<file path="config.mk">
export PLATFORM = sky130hd
export DESIGN_NAME = sample_iter
export DESIGN_NICKNAME = d
export VERILOG_FILES = /design/src/rtl/rast_pkg.sv /design/src/rtl/dff.sv /design/src/rtl/sample_step.sv /design/src/rtl/sample_iter.sv
export SDC_FILE = /design/constraint.sdc
export NUM_CORES = 1
export LEC_CHECK = 0
export ABC_AREA = 1
export CAP_MARGIN = 20
export CORE_AREA = 2 2 280 282
export DETAILED_ROUTE_END_ITERATION = 12
export DIE_AREA = 0 0 282 284
export PLACE_DENSITY = 0.57
export SYNTH_ARGS = -nofsm -noshare
export SYNTH_HDL_FRONTEND = slang
export SYNTH_HIERARCHICAL = 1
export SYNTH_SLANG_ARGS = --single-unit
</file>
<file path="constraint.sdc">
create_clock -name clk -period 13.3 [get_ports clk]
set_input_delay 1.995 -clock clk [delete_from_list [all_inputs] [get_ports clk]]
set_output_delay 1.995 -clock clk [all_outputs]
set_load 0.05 [all_outputs]
</file>
<file path="src/rtl/rast_pkg.sv">
// Shared rasterizer definitions: default word geometry, iterator state encoding
// and the subsample-mode decode used by the sample iterator.
package rast_pkg;

    localparam int DEF_SIGFIG = 24;
    localparam int DEF_RADIX  = 10;
    localparam int DEF_VERTS  = 3;
    localparam int DEF_AXIS   = 3;
    localparam int DEF_COLORS = 3;

    typedef enum logic {
        WAIT = 1'b0,
        TEST = 1'b1
    } state_t;

    // One-hot subsample mode to log2 of samples per pixel edge; lowest set bit wins.
    function automatic int ss_w_lg2(input logic [3:0] mode);
        if (mode[0]) return 3;
        if (mode[1]) return 2;
        if (mode[2]) return 1;
        return 0;
    endfunction

endpackage

</file>
<file path="src/rtl/dff.sv">
// Library register cells: enabled flops with asynchronous active-high reset,
// in scalar-word, 1-D array and 2-D array shapes.
module dff #(
    parameter int               WIDTH   = 1,
    parameter logic [WIDTH-1:0] RST_VAL = '0
) (
    input  logic             clk,
    input  logic             rst,
    input  logic             en,
    input  logic [WIDTH-1:0] d,
    output logic [WIDTH-1:0] q
);

    always_ff @(posedge clk or posedge rst) begin
        if (rst)
            q <= RST_VAL;
        else if (en)
            q <= d;
    end

endmodule

module dff2 #(
    parameter int WIDTH = 1,
    parameter int DIM1  = 1
) (
    input  logic                       clk,
    input  logic                       rst,
    input  logic                       en,
    input  logic [DIM1-1:0][WIDTH-1:0] d,
    output logic [DIM1-1:0][WIDTH-1:0] q
);

    always_ff @(posedge clk or posedge rst) begin
        if (rst)
            q <= '0;
        else if (en)
            q <= d;
    end

endmodule

module dff3 #(
    parameter int WIDTH = 1,
    parameter int DIM1  = 1,
    parameter int DIM2  = 1
) (
    input  logic                                 clk,
    input  logic                                 rst,
    input  logic                                 en,
    input  logic [DIM1-1:0][DIM2-1:0][WIDTH-1:0] d,
    output logic [DIM1-1:0][DIM2-1:0][WIDTH-1:0] q
);

    always_ff @(posedge clk or posedge rst) begin
        if (rst)
            q <= '0;
        else if (en)
            q <= d;
    end

endmodule

</file>
<file path="src/rtl/sample_step.sv">
// Combinational next-sample generator: advance along x, wrap to the next row,
// or flag the last sample of the bounding box.
module sample_step
    import rast_pkg::*;
#(
    parameter int SIGFIG = DEF_SIGFIG
) (
    input  logic signed [SIGFIG-1:0] cur_x,
    input  logic signed [SIGFIG-1:0] cur_y,
    input  logic signed [SIGFIG-1:0] ll_x,
    input  logic signed [SIGFIG-1:0] ur_x,
    input  logic signed [SIGFIG-1:0] ur_y,
    input  logic signed [SIGFIG-1:0] step,
    output logic signed [SIGFIG-1:0] next_x,
    output logic signed [SIGFIG-1:0] next_y,
    output logic                     last
);

    // One guard bit keeps x+step from wrapping negative near the top of the range.
    logic signed [SIGFIG:0] x_adv;
    logic signed [SIGFIG:0] y_adv;
    logic signed [SIGFIG:0] ur_x_ext;
    logic signed [SIGFIG:0] ur_y_ext;

    assign x_adv    = {cur_x[SIGFIG-1], cur_x} + {step[SIGFIG-1], step};
    assign y_adv    = {cur_y[SIGFIG-1], cur_y} + {step[SIGFIG-1], step};
    assign ur_x_ext = {ur_x[SIGFIG-1], ur_x};
    assign ur_y_ext = {ur_y[SIGFIG-1], ur_y};

    always_comb begin
        next_x = cur_x;
        next_y = cur_y;
        last   = 1'b0;
        if (x_adv <= ur_x_ext) begin
            next_x = x_adv[SIGFIG-1:0];
        end else if (y_adv <= ur_y_ext) begin
            next_x = ll_x;
            next_y = y_adv[SIGFIG-1:0];
        end else begin
            last = 1'b1;
        end
    end

endmodule

</file>
<file path="src/rtl/sample_iter.sv">
// Sample iterator: accepts one triangle with its bounding box and walks the
// subsample grid row-major from lower-left, stalling upstream while busy.
module sample_iter
    import rast_pkg::*;
#(
    parameter int SIGFIG = DEF_SIGFIG,
    parameter int RADIX  = DEF_RADIX,
    parameter int VERTS  = DEF_VERTS,
    parameter int AXIS   = DEF_AXIS,
    parameter int COLORS = DEF_COLORS
) (
    input  logic                                        clk,
    input  logic                                        rst,
    input  logic signed [VERTS-1:0][AXIS-1:0][SIGFIG-1:0] tri_R13S,
    input  logic        [COLORS-1:0][SIGFIG-1:0]        color_R13U,
    input  logic                                        validTri_R13H,
    input  logic signed [1:0][1:0][SIGFIG-1:0]          box_R13S,
    input  logic        [3:0]                           subSample_RnnnnU,
    output logic                                        halt_RnnnnL,
    output logic signed [VERTS-1:0][AXIS-1:0][SIGFIG-1:0] tri_R14S,
    output logic        [COLORS-1:0][SIGFIG-1:0]        color_R14U,
    output logic signed [1:0][SIGFIG-1:0]               sample_R14S,
    output logic                                        validSamp_R14H
);

    state_t state;
    state_t next_state;

    logic                        accept;
    logic                        sample_en;
    logic signed [1:0][SIGFIG-1:0] sample_d;
    logic                        valid_d;
    logic                        halt_d;

    // Latched box corners used for iteration: [0]=ll_x, [1]=ur_x, [2]=ur_y.
    logic [2:0][SIGFIG-1:0] bounds_d;
    logic [2:0][SIGFIG-1:0] bounds_q;

    logic signed [SIGFIG-1:0] step;
    logic signed [SIGFIG-1:0] next_x;
    logic signed [SIGFIG-1:0] next_y;
    logic                     last;

    assign step = {{(SIGFIG-1){1'b0}}, 1'b1} << (RADIX - ss_w_lg2(subSample_RnnnnU));

    assign bounds_d = {box_R13S[1][1], box_R13S[1][0], box_R13S[0][0]};

    sample_step #(
        .SIGFIG (SIGFIG)
    ) u_step (
        .cur_x  (sample_R14S[0]),
        .cur_y  (sample_R14S[1]),
        .ll_x   (bounds_q[0]),
        .ur_x   (bounds_q[1]),
        .ur_y   (bounds_q[2]),
        .step   (step),
        .next_x (next_x),
        .next_y (next_y),
        .last   (last)
    );

    always_ff @(posedge clk or posedge rst) begin
        if (rst)
            state <= WAIT;
        else
            state <= next_state;
    end

    always_comb begin
        next_state = state;
        accept     = 1'b0;
        sample_en  = 1'b0;
        sample_d   = sample_R14S;
        valid_d    = 1'b0;
        case (state)
            WAIT: begin
                if (validTri_R13H) begin
                    accept      = 1'b1;
                    sample_en   = 1'b1;
                    sample_d[0] = box_R13S[0][0];
                    sample_d[1] = box_R13S[0][1];
                    valid_d     = 1'b1;
                    next_state  = TEST;
                end
            end
            TEST: begin
                if (last) begin
                    next_state = WAIT;
                end else begin
                    sample_en   = 1'b1;
                    sample_d[0] = next_x;
                    sample_d[1] = next_y;
                    valid_d     = 1'b1;
                end
            end
            default: next_state = WAIT;
        endcase
    end

    // Stall is registered off the next state so it is low exactly while in TEST.
    assign halt_d = (next_state != TEST);

    dff #(
        .WIDTH   (1),
        .RST_VAL (1'b1)
    ) u_halt (
        .clk (clk),
        .rst (rst),
        .en  (1'b1),
        .d   (halt_d),
        .q   (halt_RnnnnL)
    );

    dff #(
        .WIDTH (1)
    ) u_valid (
        .clk (clk),
        .rst (rst),
        .en  (1'b1),
        .d   (valid_d),
        .q   (validSamp_R14H)
    );

    dff2 #(
        .WIDTH (SIGFIG),
        .DIM1  (2)
    ) u_sample (
        .clk (clk),
        .rst (rst),
        .en  (sample_en),
        .d   (sample_d),
        .q   (sample_R14S)
    );

    dff2 #(
        .WIDTH (SIGFIG),
        .DIM1  (3)
    ) u_bounds (
        .clk (clk),
        .rst (rst),
        .en  (accept),
        .d   (bounds_d),
        .q   (bounds_q)
    );

    dff3 #(
        .WIDTH (SIGFIG),
        .DIM1  (VERTS),
        .DIM2  (AXIS)
    ) u_tri (
        .clk (clk),
        .rst (rst),
        .en  (accept),
        .d   (tri_R13S),
        .q   (tri_R14S)
    );

    dff2 #(
        .WIDTH (SIGFIG),
        .DIM1  (COLORS)
    ) u_color (
        .clk (clk),
        .rst (rst),
        .en  (accept),
        .d   (color_R13U),
        .q   (color_R14U)
    );

endmodule

</file>
==> key figures, run 1 <==
Run status
  – Status: complete, no violations

Synth
  – Synth warnings: 6
  – Synth top area share: 0.445
  – EDFF count, synth: 0
  – Post-synthesis cell type count: 38
  – Mean post-synth cell area: 7.05 um^2
  – Asr flop ratio synth: 1.00
  – Synth area leaders: dfrtp_1 (45%), nand2_1 (32%), ha_1 (5.3%)
  – Seq cells post-synth: 411
  – Post-synth top cells: nand2_1 (1,950), dfrtp_1 (410), inv_1 (247)
  – Cell Area, Synth: 23,000 um^2
  – Main synth FF type: dfrtp_1
  – Yosys top cell by area: dfrtp_1
  – Synthesized instance count: 3,269
  – Part of the Yosys area used for sequential elements: 0.446
  – Most frequent cell after synthesis: nand2_1

Critical path
  – Worst setup EP type: flip-flop
  – Worst Path Required: 13.82 ns
  – CP peak stage delay: 0.81 ns
  – CP max-delay cell: inv_2
  – Max Fanout on Critical Path: 50
  – Critical path launch point type: primary input
  – Crit path DAT: 8.86 ns
  – Critical path's top delay family: simple AND/OR/NAND/NOR gates
  – Worst Path Buf+Inv: 4
  – CP Class: in2reg

Finish
  – Final non-filler cell total: 5,062
  – Area Growth Syn to Fin: 42.6%
  – Nets: 4,464
  – Share of cells above drive strength 1: 0.0312

STA
  – Normalized max-slew margin: 0.245
  – Final Hold Vio Count: 0
  – Fin crit share: 0.627
  – Fmax: 120 MHz
  – Slew @ Worst Pin: 1.13 ns
  – Post-layout minimum cycle time: 8.34 ns
  – RSZ-0062 raised after global routing: false
  – Setup-failing EPs final: 0
  – Setup_tns: 0 ns
  – Final worst setup slack: 4.96 ns
  – Final setup skew: 0.0183 ns
  – Slew Limit Fails: 0
  – Worst hold margin: 0.468 ns

Placed design
  – Post-DP HPWL: 82,600 um
  – Pre-CTS setup slack: 4.40 ns
  – Placer Congestion: 0.955
  – Placed cell count: 4,958
  – I/O Buffers: 727

Routing
  – Vias per inst: 4.55
  – DR vias: 23,100
  – Drt total wl: 109,000 um
  – Iteration-0 DRC Markers: 1,644
  – Post-route ant nets: 0
  – Initial DRT Pass Iterations: 8
  – DRC: 0
  – WL/cell: 21.5 um

Global route
  – Largest net degree at the start of global routing: 189
  – Vias in the first global route: 21,900
  – First-pass GRT wire length: 154,000 um
  – Initial antenna violation count: 25
  – GRT overflow: 0
  – Total track usage: 0.263

Floorplanning
  – IO Pins: 729
  – Die width: 282 um
  – Die span in y: 284 um
  – Die area: 80,100 um^2
  – Row Count: 102
  – Initial core utilization: 0.299
  – Area of the core: 77,000 um^2

Clock network
  – Clk sinks: 411
  – Total CTS buffers: 50
  – Root buf cell: clkbuf_16
  – H-tree depth: 2
  – Hold_buf cts: 0
  – Clk_lat worst skew: 0.59 ns
  – Clock Pin Slew Worst Setup and Hold Paths: 0.06 ns
  – Post-CTS resize count: 0
  – Setup bufs post-CTS: 0
  – CTS Buffer Depth: 3
  – CTS tree: done

Worst hold path
  – Hold WC Path Type: reg2reg

Flow run
  – Max Cap Viol: 0
sequential cells by signal, indices dropped and copies added (netlist names):
| name | count |
|---|---|
| u_halt/q | 1 |
| u_sample/q | 48 |
| u_valid/q | 1 |
| u_color/q | 72 |
| u_tri/q | 216 |
| u_bounds/q | 72 |
| state | 1 |
placed cells by master (no fill, tap or decap), types with 6 or more instances in the layout:
master	instances
inv_1	242
clkbuf_8	16
conb_1	45
nor2_1	69
dfrtp_1	409
ha_1	98
inv_2	8
bufinv_16	6
buf_4	16
o21ai_0	27
nand2_1	1950
clkdlybuf4s50_1	726
nand3_1	135
xnor2_1	10
clkbuf_16	50
a21oi_1	74
nand4_1	24
nor3_1	10
xor2_1	24
diode_2	10
clkbuf_1	11
a21o_1	9
worst min-delay path, stage by stage, from the launching register on:
cell and delay [ns]:
dfrtp_1 0.34, nand2_1 0.05, nand2_1 0.04
final timing paths:
| path | endpoint | slack, ns | from | depth (start not counted) |
|---|---|---|---|---|
| setup / recovery | u_sample/q[43] | 4.96 | subSample_RnnnnU[0] | 26 |
| hold / removal | u_bounds/q[44] | 0.47 | u_bounds/q[44] | 2 |
| setup reg to reg | u_sample/q[43] | 7.08 | u_sample/q[35] | 23 |
| hold reg to reg | u_bounds/q[44] | 0.47 | u_bounds/q[44] | 2 |
| max in group asynchronous | u_tri/q[138] | 9.68 | rst | 3 |
| min in group asynchronous | state | 1.98 | rst | 2 |
cell families (layout without fill, tap and decap cells):
family / after synthesis / count (layout) / synth area share
flops: 411 / 411 / 0.446
compound gates: 123 / 123 / 0.0290
other cells: 2 / 55 / 0.000326
buf+inv: 393 / 1093 / 0.0841
xor+xnor: 34 / 34 / 0.0129
fa+ha+maj: 100 / 100 / 0.0550
simple gates: 2206 / 2206 / 0.372
layer usage:
layer / up-vias / share of wire / track usage / wire length, um
li1: 11300 / - / - / -
met1: 10800 / 0.40 / 0.309 / 43200
met2: 737 / 0.46 / 0.424 / 50100
met3: 200 / 0.080 / 0.0800 / 8740
met4: 20 / 0.061 / 0.150 / 6660
met5: - / 0.0011 / 0 / 120
per-stage QoR:
stage / area, um^2 / utilization
2_1_floorplan: 23200 / -
3_3_place_gp: 31000 / 0.403
3_5_place_dp: 31000 / 0.403
4_1_cts: 32700 / 0.425
5_1_grt: 32800 / 0.427
6_report: 32800 / 0.427
area by class of cell:
| type | instances | area (um^2) |
|---|---|---|
| tap | 1040 | 1300 |
| clock inverter | 14 | 245 |
| fill | 8031 | 44100 |
| inverter | 255 | 990 |
| antenna | 10 | 25.0 |
| timing repair buffer | 747 | 7490 |
| clock buffer | 77 | 1510 |
| sequential | 411 | 10300 |
| multi-input combinational | 2508 | 11000 |
Power of run 1 is not shown: default switching activity piles up to over one toggle a cycle in this logic, so the estimate is an artifact.
==> run 2: changes to the inputs <==
==> constraint.sdc (replaced) <==
create_clock -name clk -period 8.7 [get_ports clk]
set_input_delay 1.305 -clock clk [delete_from_list [all_inputs] [get_ports clk]]
set_output_delay 1.305 -clock clk [all_outputs]
set_load 0.05 [all_outputs]
==> run 2 against run 1 <==
Worst hold slack better by 0.00078 ns; worst setup slack worse by 2.9 ns; register-to-register slack worse by 3.6 ns; clock skew is 0.0098 ns higher; non-clock buffer count is 5 higher; final cell count is 0.12% higher; largest cell class unchanged; clock-buffer cell count is 4 lower; critical path depth is 1 higher.
==> key figures, run 2 (synthesis gave the netlist of run 1 again) <==
Run status
  – Status: complete, no violations

Floorplanning
  – IO Pins: 729
  – Die span in y: 284 um
  – Die width: 282 um
  – Die area: 80,100 um^2
  – Area of the core: 77,000 um^2
  – Row Count: 102
  – Initial core utilization: 0.299

Critical path
  – Critical path launch point type: primary input
  – Worst Path Required: 9.22 ns
  – Worst Path Buf+Inv: 4
  – Crit path top cell by count: nand2_1
  – Worst setup EP type: flip-flop
  – R2R Path Start: u_sample/q[9]
  – Reg2Reg Setup Slack: 3.44 ns
  – Crit path DAT: 7.14 ns
  – CP max-delay cell: nor2_4
  – Worst r2r dst: u_sample/q[47]
  – CP peak stage delay: 0.65 ns
  – Max Fanout on Critical Path: 29
  – Reg2reg path depth: 25
  – CP Class: in2reg
  – Critical path's top delay family: simple AND/OR/NAND/NOR gates

Clock network
  – Clk sinks: 411
  – Clock Pin Slew Worst Setup and Hold Paths: 0.06 ns
  – Root buf cell: clkbuf_16
  – Hold_buf cts: 0
  – Total CTS buffers: 51
  – CTS tree: done
  – Post-CTS resize count: 0
  – Clk_lat worst skew: 0.61 ns
  – H-tree depth: 2
  – CTS Buffer Depth: 3
  – Setup bufs post-CTS: 0

Global route
  – Initial antenna violation count: 29
  – GRT overflow: 0
  – First-pass GRT wire length: 153,000 um
  – Total track usage: 0.262
  – Largest net degree at the start of global routing: 169
  – Vias in the first global route: 21,800

Finish
  – Nets: 4,470
  – # fillers: 7,950
  – Area of the multi-input gates: 11,000 um^2
  – Most frequent cells in the layout: nand2_1 (1,950), clkdlybuf4s50_1 (726), dfrtp_1 (409)
  – Area Growth Syn to Fin: 42.5%
  – Commonest non-fill, non-tap cell in the layout: nand2_1
  – Share of cells above drive strength 1: 0.0333
  – Post-Route Utilization: 0.427
  – Sequential Area: 10,300 um^2
  – Top reg by flops: u_tri/q
  – Max reg flops: 216
  – Largest regs: u_tri/q: 216 flops, u_bounds/q: 72 flops, u_color/q: 72 flops

Routing
  – WL/cell: 21.4 um
  – Vias per inst: 4.52
  – Iteration-0 DRC Markers: 1,611
  – Post-route ant nets: 0
  – Initial DRT Pass Iterations: 8
  – DR vias: 22,900
  – DRC: 0
  – Drt total wl: 108,000 um

STA
  – Slew @ Worst Pin: 1.11 ns
  – Normalized max-slew margin: 0.263
  – RSZ-0062 raised after global routing: false
  – Final Hold Vio Count: 0
  – Fin crit share: 0.761
  – Final setup skew: 0.0281 ns
  – Post-layout minimum cycle time: 6.62 ns
  – Worst hold margin: 0.468 ns
  – Slew Limit Fails: 0
  – Setup-failing EPs final: 0
  – Setup_tns: 0 ns
  – Fmax: 151 MHz

Placed design
  – I/O Buffers: 727
  – Post-DP HPWL: 82,500 um
  – Placer Congestion: 0.944

Worst hold path
  – Hold_sp: u_bounds/q[64]
  – Hold Path End: u_bounds/q[64]
  – Hold path cells: 2
  – Hold WC Path Type: reg2reg

Flow run
  – Max Cap Viol: 0
[run 2: cell count changes in the layout (fill, tap and decap cells not counted)]
| cell | before | now |
|---|---|---|
| diode_2 | 10 | 7 |
| clkbuf_16 | 50 | 52 |
| clkinvlp_4 | 1 | 4 |
| bufinv_16 | 6 | 4 |
| clkinv_2 | 3 | 10 |
| buf_4 | 16 | 20 |
| clkbuf_8 | 16 | 10 |
| buf_12 | 2 | 5 |
| buf_16 | 2 | 0 |
[run 2: final cells by class]
| cell class | instances | share of cell area |
|---|---|---|
| antenna | 7 | 0.000533 |
| clock buffer | 73 | 0.0451 |
| clock inverter | 22 | 0.00739 |
| inverter | 255 | 0.0301 |
| multi-input combinational | 2508 | 0.335 |
| sequential | 411 | 0.313 |
| tap | 1040 | 0.0396 |
| timing repair buffer | 752 | 0.229 |
[run 2: worst min-delay path, cell delays in order, from the launching register on]
cell	delay [ns]
dfrtp_1	0.34
nand2_1	0.05
nand2_1	0.05
[run 2: routing by layer]
metal	part of all wire	up-vias	routed length, um	track usage
met3	0.082	191	8850	0.0706
li1	-	11300	-	-
met5	0.0014	-	156	0
met2	0.47	774	50600	0.432
met1	0.39	10600	42500	0.309
met4	0.057	24	6190	0.144
[run 2: worst max-delay path by stage]
stage / from / endpoint / slack, ns / depth (start not counted)
final: subSample_RnnnnU[0] / u_sample/q[47] / 2.08 / 27
after global routing: subSample_RnnnnU[0] / u_sample/q[11] / 1.63 / 26
after CTS: subSample_RnnnnU[0] / u_sample/q[13] / 1.92 / 24
after detailed placement: subSample_RnnnnU[0] / u_sample/q[13] / 1.30 / 24
after global placement: subSample_RnnnnU[0] / u_sample/q[39] / 1.38 / 24
after floorplan: rst / u_tri/q[0] / 1.49 / 1
[run 2: metrics by stage]
step	std cells	cell area, um^2	worst slack [ns]
after CTS	5058	32800	1.92
after global routing	5065	32800	1.63
final	5068	32800	2.08
after floorplan	3312	23200	1.49
after detailed placement	4963	31000	1.30
after global placement	4963	31000	1.38
Power of run 2 is left out for the same reason.
==> run 3: changes to the inputs <==
--- a/config.mk
+++ b/config.mk
@@ -10,7 +10,7 @@
 export CORE_AREA = 2 2 280 282
 export DETAILED_ROUTE_END_ITERATION = 12
 export DIE_AREA = 0 0 282 284
-export PLACE_DENSITY = 0.57
+export PLACE_DENSITY = 0.59
 export SYNTH_ARGS = -nofsm -noshare
 export SYNTH_HDL_FRONTEND = slang
 export SYNTH_HIERARCHICAL = 1
==> constraint.sdc (replaced) <==
create_clock -name clk -period 5.7 [get_ports clk]
set_input_delay 0.855 -clock clk [delete_from_list [all_inputs] [get_ports clk]]
set_output_delay 0.855 -clock clk [all_outputs]
set_load 0.05 [all_outputs]
==> run 3 against run 2 <==
Cell area increased by 0.84%; largest cell class unchanged; clock skew is 0.0019 ns lower; critical endpoint is now u_sample/q[7]; global-route usage decreased by 0.73 points; highest routed layer unchanged; core utilization increased by 0.36 points; die area unchanged.
==> key figures, run 3 (synthesis gave the netlist of run 1 again) <==
Critical path
  – CP max-delay cell: clkdlybuf4s50_1
  – Crit path top cell by count: nand2_1
  – R2R Path Start: u_sample/q[33]
  – Reg2reg path depth: 23
  – CP peak stage delay: 0.46 ns
  – Critical path launch point: subSample_RnnnnU[0]
  – Worst Path Buf+Inv: 4
  – Crit path DAT: 5.56 ns
  – CP Class: in2reg
  – Critical path launch point type: primary input
  – Critical path's top delay family: simple AND/OR/NAND/NOR gates
  – Max Fanout on Critical Path: 22
  – Critical path depth in cells: 27
  – Worst Path Required: 6.17 ns
  – Worst setup EP type: flip-flop

Floorplanning
  – Die span in y: 284 um
  – Die area: 80,100 um^2
  – Initial core utilization: 0.299
  – Area of the core: 77,000 um^2
  – Die width: 282 um
  – IO Pins: 729
  – Row Count: 102

STA
  – Final Hold Vio Count: 0
  – Post-layout minimum cycle time: 5.08 ns
  – Slew @ Worst Pin: 0.950 ns
  – Final setup skew: 0.0261 ns
  – RSZ-0062 raised after global routing: false
  – Slew Limit Fails: 0
  – Setup-failing EPs final: 0
  – Setup_tns: 0 ns
  – Fmax: 197 MHz
  – Normalized max-slew margin: 0.367
  – Fin crit share: 0.892

Routing
  – DR vias: 23,100
  – Drt total wl: 105,000 um
  – Iteration-0 DRC Markers: 1,921
  – Post-route ant nets: 0
  – WL/cell: 20.7 um
  – Initial DRT Pass Iterations: 5
  – Vias per inst: 4.55
  – DRC: 0

Global route
  – Met1 Track Usage GR: 0.306
  – Vias in the first global route: 22,000
  – Initial antenna violation count: 38
  – Total track usage: 0.255
  – First-pass GRT wire length: 150,000 um
  – Met3 Track Usage GR: 0.0776
  – Largest net degree at the start of global routing: 153
  – Global-route track usage on met2: 0.413
  – Busiest grt layer: met2
  – GRT overflow: 0

Finish
  – Commonest non-fill, non-tap cell in the layout: nand2_1
  – Nets: 4,492
  – Most frequent cells in the layout: nand2_1 (1,950), clkdlybuf4s50_1 (726), dfrtp_1 (410)
  – Top reg by flops: u_tri/q
  – Area Growth Syn to Fin: 43.7%
  – Largest regs: u_tri/q: 216 flops, u_bounds/q: 72 flops, u_color/q: 72 flops
  – Share of cells above drive strength 1: 0.0366
  – Max reg flops: 216

Clock network
  – Setup bufs post-CTS: 0
  – Post-CTS resize count: 0
  – Total CTS buffers: 50
  – CTS Buffer Depth: 3
  – CTS tree: done
  – Hold_buf cts: 0
  – Clock Pin Slew Worst Setup and Hold Paths: 0.06 ns
  – Clk_lat worst skew: 0.61 ns
  – Root buf cell: clkbuf_16
  – H-tree depth: 2
  – Clk sinks: 411

Placed design
  – Post-DP HPWL: 81,400 um
  – Placer Congestion: 0.936
  – I/O Buffers: 727

Worst hold path
  – Hold path cells: 2
  – Hold_sp: u_tri/q[149]
  – Hold WC Path Type: reg2reg

Flow run
  – Max Cap Viol: 0

Run status
  – Status: complete, no violations
## run 3: routing by layer
metal / vias up / part of all wire
li1: 11400 / -
met1: 10700 / 0.40
met2: 820 / 0.46
met3: 210 / 0.088
met4: 24 / 0.052
met5: - / 0.0015
## run 3: layout make-up
cell class / count / area, um^2
fillers: 7909 / 43800
multi-input cells: 2508 / 11000
flip-flops and latches: 411 / 10300
repair buffers: 775 / 7850
clock buffers: 72 / 1420
well taps: 1040 / 1300
inverters: 255 / 983
clock inverters: 19 / 251
diodes: 11 / 27.5
## run 3: worst paths after layout
path / to / slack, ns
setup / recovery: u_sample/q[7] / 0.62
hold / removal: u_tri/q[149] / 0.47
setup reg to reg: u_sample/q[7] / 1.31
hold reg to reg: u_tri/q[149] / 0.47
max in group asynchronous: u_color/q[23] / 3.44
min in group asynchronous: u_valid/q / 0.90
## run 3: worst register-to-register path, cell delays in order, from the launching register on
cell	delay [ns]
dfrtp_1	0.56
ha_1	0.35
a21o_1	0.22
a21boi_0	0.27
nor2_1	0.08
nor2_1	0.12
nand2_1	0.09
nand3_1	0.07
nand2_1	0.07
xor2_1	0.15
ha_1	0.34
a21o_1	0.19
or2_0	0.21
nor2_1	0.16
nand3_1	0.12
nand2_2	0.14
nand2_2	0.14
nor2_4	0.24
buf_4	0.33
nand2_1	0.12
nand3_1	0.11
nand2_1	0.07
nand2_1	0.06
nand2_1	0.06
## run 3: through the flow
stage                     cells  utilization  area [um^2]  worst slack [ns]  hold WS [ns]
after floorplan            3312            -        23200             0.610         0.442
after global placement     4987        0.408        31400             0.123         0.452
after detailed placement   4987        0.408        31400             0.105         0.457
after CTS                  5078        0.429        33000             0.686         0.471
after global routing       5086        0.430        33100             0.283         0.480
final                      5091        0.430        33100             0.617         0.467
Power of run 3 is left out for the same reason.
